`src/rtl/tz_offset_ctrl.sv`:
```
// tz_offset_ctrl -- button-driven time-zone offset controller.
//
// Holds an NZONES-entry table of hour/minute offsets. Three buttons select a
// zone and edit its offsets; the active zone's offset drives the clock chain.
//
// Optional feature macro: TZ_AUTOREPEAT_EN. When defined, holding up or down
// (alone) in an edit state produces synthetic steps after REPEAT_DELAY cycles
// and then every REPEAT_CYCLES. When undefined, one step per rising edge.
//
// Ports:
//   clk          system clock
//   reset        asynchronous, active-low reset
//   btn_mode     mode button (synchronised level)
//   btn_up       up button (synchronised level)
//   btn_down     down button (synchronised level)
//   zone_sel     index of the active zone
//   offset_hours active zone hour offset, 0..23
//   offset_mins  active zone minute offset, 0..59
//   edit_state   00 RUN, 01 SEL_ZONE, 10 EDIT_HR, 11 EDIT_MIN
//   apply        one-cycle pulse whenever offset_hours/offset_mins change
//   blink        field-blink for the display while editing
module tz_offset_ctrl #(
  parameter int  NZONES         = 4,
  parameter int  TIMEOUT_CYCLES = 50_000_000,
  parameter int  BLINK_CYCLES   = 12_500_000,
  parameter int  REPEAT_DELAY   = 25_000_000,
  parameter int  REPEAT_CYCLES  = 5_000_000,
  localparam int ZW             = $clog2(NZONES)
) (
  input  logic          clk,
  input  logic          reset,
  input  logic          btn_mode,
  input  logic          btn_up,
  input  logic          btn_down,
  output logic [ZW-1:0] zone_sel,
  output logic [4:0]    offset_hours,
  output logic [5:0]    offset_mins,
  output logic [1:0]    edit_state,
  output logic          apply,
  output logic          blink
);

  localparam int TW = $clog2(TIMEOUT_CYCLES + 1);
  localparam int BW = $clog2(BLINK_CYCLES + 1);

  if (NZONES < 2 || TIMEOUT_CYCLES < 2 || BLINK_CYCLES < 1 ||
      REPEAT_DELAY < 1 || REPEAT_CYCLES < 1) begin : g_bad_params
    $error("tz_offset_ctrl: invalid parameter values");
  end

  typedef enum logic [1:0] {
    RUN      = 2'b00,
    SEL_ZONE = 2'b01,
    EDIT_HR  = 2'b10,
    EDIT_MIN = 2'b11
  } state_e;

  state_e                   state_q, state_d;
  logic [2:0]               prev_q, pulse_q;   // bit order {mode, up, down}
  logic [ZW-1:0]            zone_q, zone_d;
  logic [NZONES-1:0][4:0]   hr_q, hr_d;
  logic [NZONES-1:0][5:0]   min_q, min_d;
  logic [4:0]               ohr_q, ohr_d;
  logic [5:0]               omin_q, omin_d;
  logic                     apply_q, apply_d;
  logic                     blink_q, blink_d;
  logic [TW-1:0]            idle_q, idle_d;
  logic [BW-1:0]            bcnt_q, bcnt_d;
  logic [2:0]               btn_v;
  logic                     mode_p, up_p, dn_p, step_up, step_dn, accepted;

  assign btn_v = {btn_mode, btn_up, btn_down};

  // mode wins over up/down; up and down together cancel
  assign mode_p = pulse_q[2];
  assign up_p   = pulse_q[1] & ~pulse_q[2] & ~pulse_q[0];
  assign dn_p   = pulse_q[0] & ~pulse_q[2] & ~pulse_q[1];

  // History resets to 1 so a button held through reset release never fires.
  always_ff @(posedge clk or negedge reset) begin
    if (!reset) begin
      prev_q  <= 3'b111;
      pulse_q <= 3'b000;
    end else begin
      prev_q  <= btn_v;
      pulse_q <= btn_v & ~prev_q;
    end
  end

`ifdef TZ_AUTOREPEAT_EN
  localparam int RMAX = (REPEAT_DELAY > REPEAT_CYCLES) ? REPEAT_DELAY : REPEAT_CYCLES;
  localparam int RW   = $clog2(RMAX + 1);

  logic [RW-1:0] rcnt_q, rcnt_d;
  logic          rarm_q, rarm_d;     // a real up/down step armed repeat
  logic          rphase_q, rphase_d; // 0: initial delay, 1: repeat interval
  logic          rdir_q, rdir_d;     // 1: up, 0: down
  logic          held, rep_step;

  always_comb begin
    rcnt_d   = rcnt_q;
    rarm_d   = rarm_q;
    rphase_d = rphase_q;
    rdir_d   = rdir_q;
    rep_step = 1'b0;
    held     = rdir_q ? (btn_up & ~btn_down) : (btn_down & ~btn_up);
    if (state_q == RUN || mode_p) begin
      rarm_d = 1'b0;
    end else if (up_p || dn_p) begin
      rarm_d   = 1'b1;
      rdir_d   = up_p;
      rcnt_d   = '0;
      rphase_d = 1'b0;
    end else if (rarm_q) begin
      if (!held) begin
        rarm_d = 1'b0;
      end else if (rcnt_q == (rphase_q ? RW'(REPEAT_CYCLES - 1) : RW'(REPEAT_DELAY - 1))) begin
        rep_step = 1'b1;
        rcnt_d   = '0;
        rphase_d = 1'b1;
      end else begin
        rcnt_d = rcnt_q + 1'b1;
      end
    end
  end

  always_ff @(posedge clk or negedge reset) begin
    if (!reset) begin
      rcnt_q   <= '0;
      rarm_q   <= 1'b0;
      rphase_q <= 1'b0;
      rdir_q   <= 1'b0;
    end else begin
      rcnt_q   <= rcnt_d;
      rarm_q   <= rarm_d;
      rphase_q <= rphase_d;
      rdir_q   <= rdir_d;
    end
  end

  assign step_up = up_p | (rep_step & rdir_q);
  assign step_dn = dn_p | (rep_step & ~rdir_q);
`else
  assign step_up = up_p;
  assign step_dn = dn_p;
`endif

  assign accepted = mode_p | step_up | step_dn;

  always_comb begin
    state_d = state_q;
    zone_d  = zone_q;
    hr_d    = hr_q;
    min_d   = min_q;
    idle_d  = idle_q;
    bcnt_d  = bcnt_q;
    blink_d = blink_q;
    unique case (state_q)
      RUN: if (mode_p) state_d = SEL_ZONE;
      SEL_ZONE: begin
        if (mode_p)       state_d = EDIT_HR;
        else if (step_up) zone_d  = (zone_q == ZW'(NZONES - 1)) ? '0 : zone_q + 1'b1;
        else if (step_dn) zone_d  = (zone_q == '0) ? ZW'(NZONES - 1) : zone_q - 1'b1;
      end
      EDIT_HR: begin
        if (mode_p)       state_d = EDIT_MIN;
        else if (step_up) hr_d[zone_q] = (hr_q[zone_q] == 5'd23) ? 5'd0 : hr_q[zone_q] + 5'd1;
        else if (step_dn) hr_d[zone_q] = (hr_q[zone_q] == 5'd0) ? 5'd23 : hr_q[zone_q] - 5'd1;
      end
      EDIT_MIN: begin
        if (mode_p)       state_d = RUN;
        else if (step_up) min_d[zone_q] = (min_q[zone_q] == 6'd59) ? 6'd0 : min_q[zone_q] + 6'd1;
        else if (step_dn) min_d[zone_q] = (min_q[zone_q] == 6'd0) ? 6'd59 : min_q[zone_q] - 6'd1;
      end
      default: state_d = RUN;
    endcase

    // idle timeout; a button step on the same edge takes precedence
    if (state_q != RUN && !accepted && idle_q == TW'(TIMEOUT_CYCLES - 1))
      state_d = RUN;

    if (state_d == RUN || accepted || state_d != state_q) idle_d = '0;
    else                                                  idle_d = idle_q + 1'b1;

    if (state_d == RUN) begin
      blink_d = 1'b0;
      bcnt_d  = '0;
    end else if (state_d != state_q) begin
      bcnt_d = '0;
    end else if (bcnt_q == BW'(BLINK_CYCLES - 1)) begin
      blink_d = ~blink_q;
      bcnt_d  = '0;
    end else begin
      bcnt_d = bcnt_q + 1'b1;
    end
  end

  // outputs track the post-edge table/zone so they move on the same edge
  assign ohr_d   = hr_d[zone_d];
  assign omin_d  = min_d[zone_d];
  assign apply_d = (ohr_d != ohr_q) || (omin_d != omin_q);

  always_ff @(posedge clk or negedge reset) begin
    if (!reset) begin
      state_q <= RUN;
      zone_q  <= '0;
      hr_q    <= '0;
      min_q   <= '0;
      ohr_q   <= '0;
      omin_q  <= '0;
      apply_q <= 1'b0;
      blink_q <= 1'b0;
      idle_q  <= '0;
      bcnt_q  <= '0;
    end else begin
      state_q <= state_d;
      zone_q  <= zone_d;
      hr_q    <= hr_d;
      min_q   <= min_d;
      ohr_q   <= ohr_d;
      omin_q  <= omin_d;
      apply_q <= apply_d;
      blink_q <= blink_d;
      idle_q  <= idle_d;
      bcnt_q  <= bcnt_d;
    end
  end

  assign zone_sel     = zone_q;
  assign offset_hours = ohr_q;
  assign offset_mins  = omin_q;
  assign edit_state   = state_q;
  assign apply        = apply_q;
  assign blink        = blink_q;

endmodule

```
`config.mk`:
```
export PLATFORM = sky130hd
export DESIGN_NAME = tz_offset_ctrl
export DESIGN_NICKNAME = d
export VERILOG_FILES = /design/src/rtl/tz_offset_ctrl.sv
export SDC_FILE = /design/constraint.sdc
export NUM_CORES = 1
export LEC_CHECK = 0
export ABC_CLOCK_PERIOD_IN_PS = 4100
export BUFFER_PORTS_ARGS = -buffer_cell sky130_fd_sc_hd__buf_2
export CORE_ASPECT_RATIO = 0.9
export CORE_MARGIN = 2
export CORE_UTILIZATION = 30
export CTS_BUF_LIST = sky130_fd_sc_hd__clkbuf_16
export CTS_CLUSTER_DIAMETER = 80
export DETAILED_ROUTE_END_ITERATION = 8
export PLACE_DENSITY = 0.52
export SYNTH_ARGS = -nofsm -noshare
export SYNTH_HDL_FRONTEND = slang
export SYNTH_SLANG_ARGS = --single-unit
```
`constraint.sdc`:
```
create_clock -name clk -period 4.1 [get_ports clk]
set_input_delay 1.025 -clock clk [delete_from_list [all_inputs] [get_ports clk]]
set_output_delay 1.025 -clock clk [all_outputs]
set_load 0.05 [all_outputs]
```
==> run summary <==
initial antenna violation count: 0
CP Max Fanout: 12
antenna cells: 0
final-stage net count: 865
Die H: 153 um
Row Count: 54
R2R Path Start: zone_sel[1]
RSZ-0062 raised after global routing: false
post-synth top area cell: dfrtp_1
Slew headroom: 44.3%
CP startpoint: zone_sel[1]
layout cell share with drive strength beyond 1: 16.7%
Peak VDD IR: 0.000330 V
Clk pin slew, worst setup/hold paths: 0.06 ns
post-synth cell types: 85
clk_skew: 0.0133 ns
power per cell area: 794 nW/um2
leakage: 3.54 nW
Hold Buf Count CTS: 0
post-cts sizing count: 0
number of enable flip-flop cells after synthesis: 0
GRT overflow: 0
Detailed Place HPWL: 16900 um
Synth top area share: 38.4%
I/O Buffers: 21
routed len/inst: 20.1 um
CP Class: reg -> reg
mapped cell area: 7420 um2
most common cell in the netlist: dfrtp_1
Synth Net Count: 827
Final period util: 94.4%
setup tns final: 0 ns
YS warnings: 0
endpoint type of the worst setup path: flop
endpoints failing hold: 0
HP Class: reg -> reg
largest net degree at the start of global routing: 62
core footprint: 24300 um2
Post-Route Utilization: 35.4%
clock period minus worst slack: 3.87 ns
number of H-tree levels: 4
die area: 26000 um2
Seq cells post-synth: 117
non-filler cells, final: 1169
clk buf depth: 2
actual slew at the worst max-slew pin: 0.836 ns
status: finished clean
Max stage delay cell, worst path: dfrtp_2
number of remaining DRC errors: 0
CP Data Arrival Time: 4.14 ns
GRT Total Usage: 18.6%
DRT Pass-1 Iters: 5
setup violators final: 0
Num Clock Sinks: 117
CTS root buf: clkbuf_16
synthesis-to-layout area growth: 15.7%
synthesized instance count: 811
via count: 6730
Detailed Route WL: 23500 um
DRT iter0 DRCs: 692
Mean Syn Cell Area: 9.15 um2
crit start category: flop
CTS buffer count: 17
Antenna Violating Nets Remaining: 0
Max Freq: 0.258 GHz
vias in the first global route: 6485
largest cells by area after synthesis: dfrtp_1 38%, nor2_1 5.5%, nand2_1 4.0%
Async SR Flop Fraction: 100%
hold path startpoint: idle_q[0]
Placed Cells incl. Taps: 1138
Req. time, crit path: 4.37 ns
sequential share of the synthesized area: 39.5%
worst path cell trace: buf_4 -> mux4_2 -> inv_1 -> ha_1 -> nor2b_1 -> a22oi_1 -> o311a_1 -> a2111oi_1 -> a311oi_1 -> a221o_1 -> xor2_1 -> a2111oi_2 -> nand4_1
Starting Density: 30.6%
Die W: 170 um
# Max-Cap Violations: 0
max incr delay on CP: 0.52 ns
Top Ports: 22
Max Slew Vio Count: 0
GP Congestion: 0.955
synth cell count leaders: 114 x dfrtp_1, 109 x nor2_1, 80 x nand2_1
global-route wire length before repair: 37500 um
drt via density: 5.76
Clock Latency Late Sink: 0.42 ns
CTS tree: built
ys flop type: dfrtp_1
post-CTS setup buffers: 0
metrics by stage:
step	setup WS, ns	total power (W)	cell area (um2)	hold slack, ns
floorplan	0.109	0.00425	7420	0.447
global placement	0.0772	0.00529	8010	0.472
detailed placement	0.110	0.00525	8010	0.476
CTS	0.108	0.00675	8570	0.483
global route	0.0447	0.00722	8590	0.499
finish	0.230	0.00682	8590	0.477
per-layer routing:
metal	track usage (%)	routed length, um	part of all wire, %	vias to the layer above
li1	-	-	-	3057
met1	26.3	10800	46	3293
met2	27.4	10400	44	304
met4	7.41	651	2.8	0
met5	0	0	0	-
met3	4.32	1620	6.9	76
where the power goes:
part	switching [W]	internal, W	total, W
clock	0.000572	0.000884	0.00146
sequential	0.000285	0.00142	0.00170
combinational	0.00235	0.00131	0.00366
sequential cells by signal (all words and copies together), names as in the netlist:
name	count
hr_q	20
bcnt_q	24
zone_sel	2
blink	1
edit_state	2
prev_q	3
apply	1
idle_q	26
offset_mins	6
offset_hours	5
min_q	24
pulse_q	3
critical path, delay by kind of cell (launching register included):
family                     cells  cell delay, ns
AOI/OAI and AO/OA              6            1.74
DFF                            1            0.52
buffers and inverters          2            0.39
muxes                          1            0.38
and+or+nand+nor                2            0.33
adders and majority gates      1            0.17
xor gates and xnor gates       1            0.17
cells by family (layout without fill, tap and decap cells):
kind of cell	after synthesis	count (layout)	share of synthesized area [%]
adders and majority gates	11	11	1.85
muxes	36	36	6.79
xor gates and xnor gates	61	61	7.20
AOI/OAI and AO/OA	173	173	17.3
DFF	117	117	39.5
buffers and inverters	65	115	3.93
and+or+nand+nor	348	348	23.5
layout make-up:
type	instances	area, um2
clock inverter	14	139
multi-input combinational	629	4220
clock buffer	17	425
fill	2446	15700
inverter	28	105
timing repair buffer	56	383
tap	308	385
sequential	117	2930
layout by cell type, fill, tap and decap left out, types with 11 or more instances in the layout:
| cell type | Yosys | final |
|---|---|---|
| nand3_1 | 36 | 36 |
| nand4_1 | 13 | 13 |
| buf_2 | 8 | 20 |
| o22ai_1 | 12 | 12 |
| ha_1 | 11 | 11 |
| mux2i_1 | 16 | 16 |
| buf_4 | 4 | 35 |
| nand2_1 | 80 | 80 |
| xor2_1 | 34 | 34 |
| nor3_1 | 15 | 15 |
| nor2_1 | 109 | 109 |
| xnor2_1 | 27 | 27 |
| clkbuf_16 | 0 | 17 |
| inv_1 | 25 | 26 |
| and3_1 | 13 | 13 |
| o21ai_0 | 19 | 19 |
| a21oi_1 | 25 | 25 |
| dfrtp_1 | 114 | 112 |
path summary, 6_finish.rpt:
check,endpoint,slack (ns),cells after the start
setup / recovery,apply,0.23,13
hold / removal,idle_q[0],0.48,1
setup reg to reg,apply,0.23,13
hold reg to reg,idle_q[0],0.48,1
max in group asynchronous,prev_q[2],2.55,2
min in group asynchronous,bcnt_q[6],0.70,1
No activity file was read; power rests on OpenSTA's default activity.
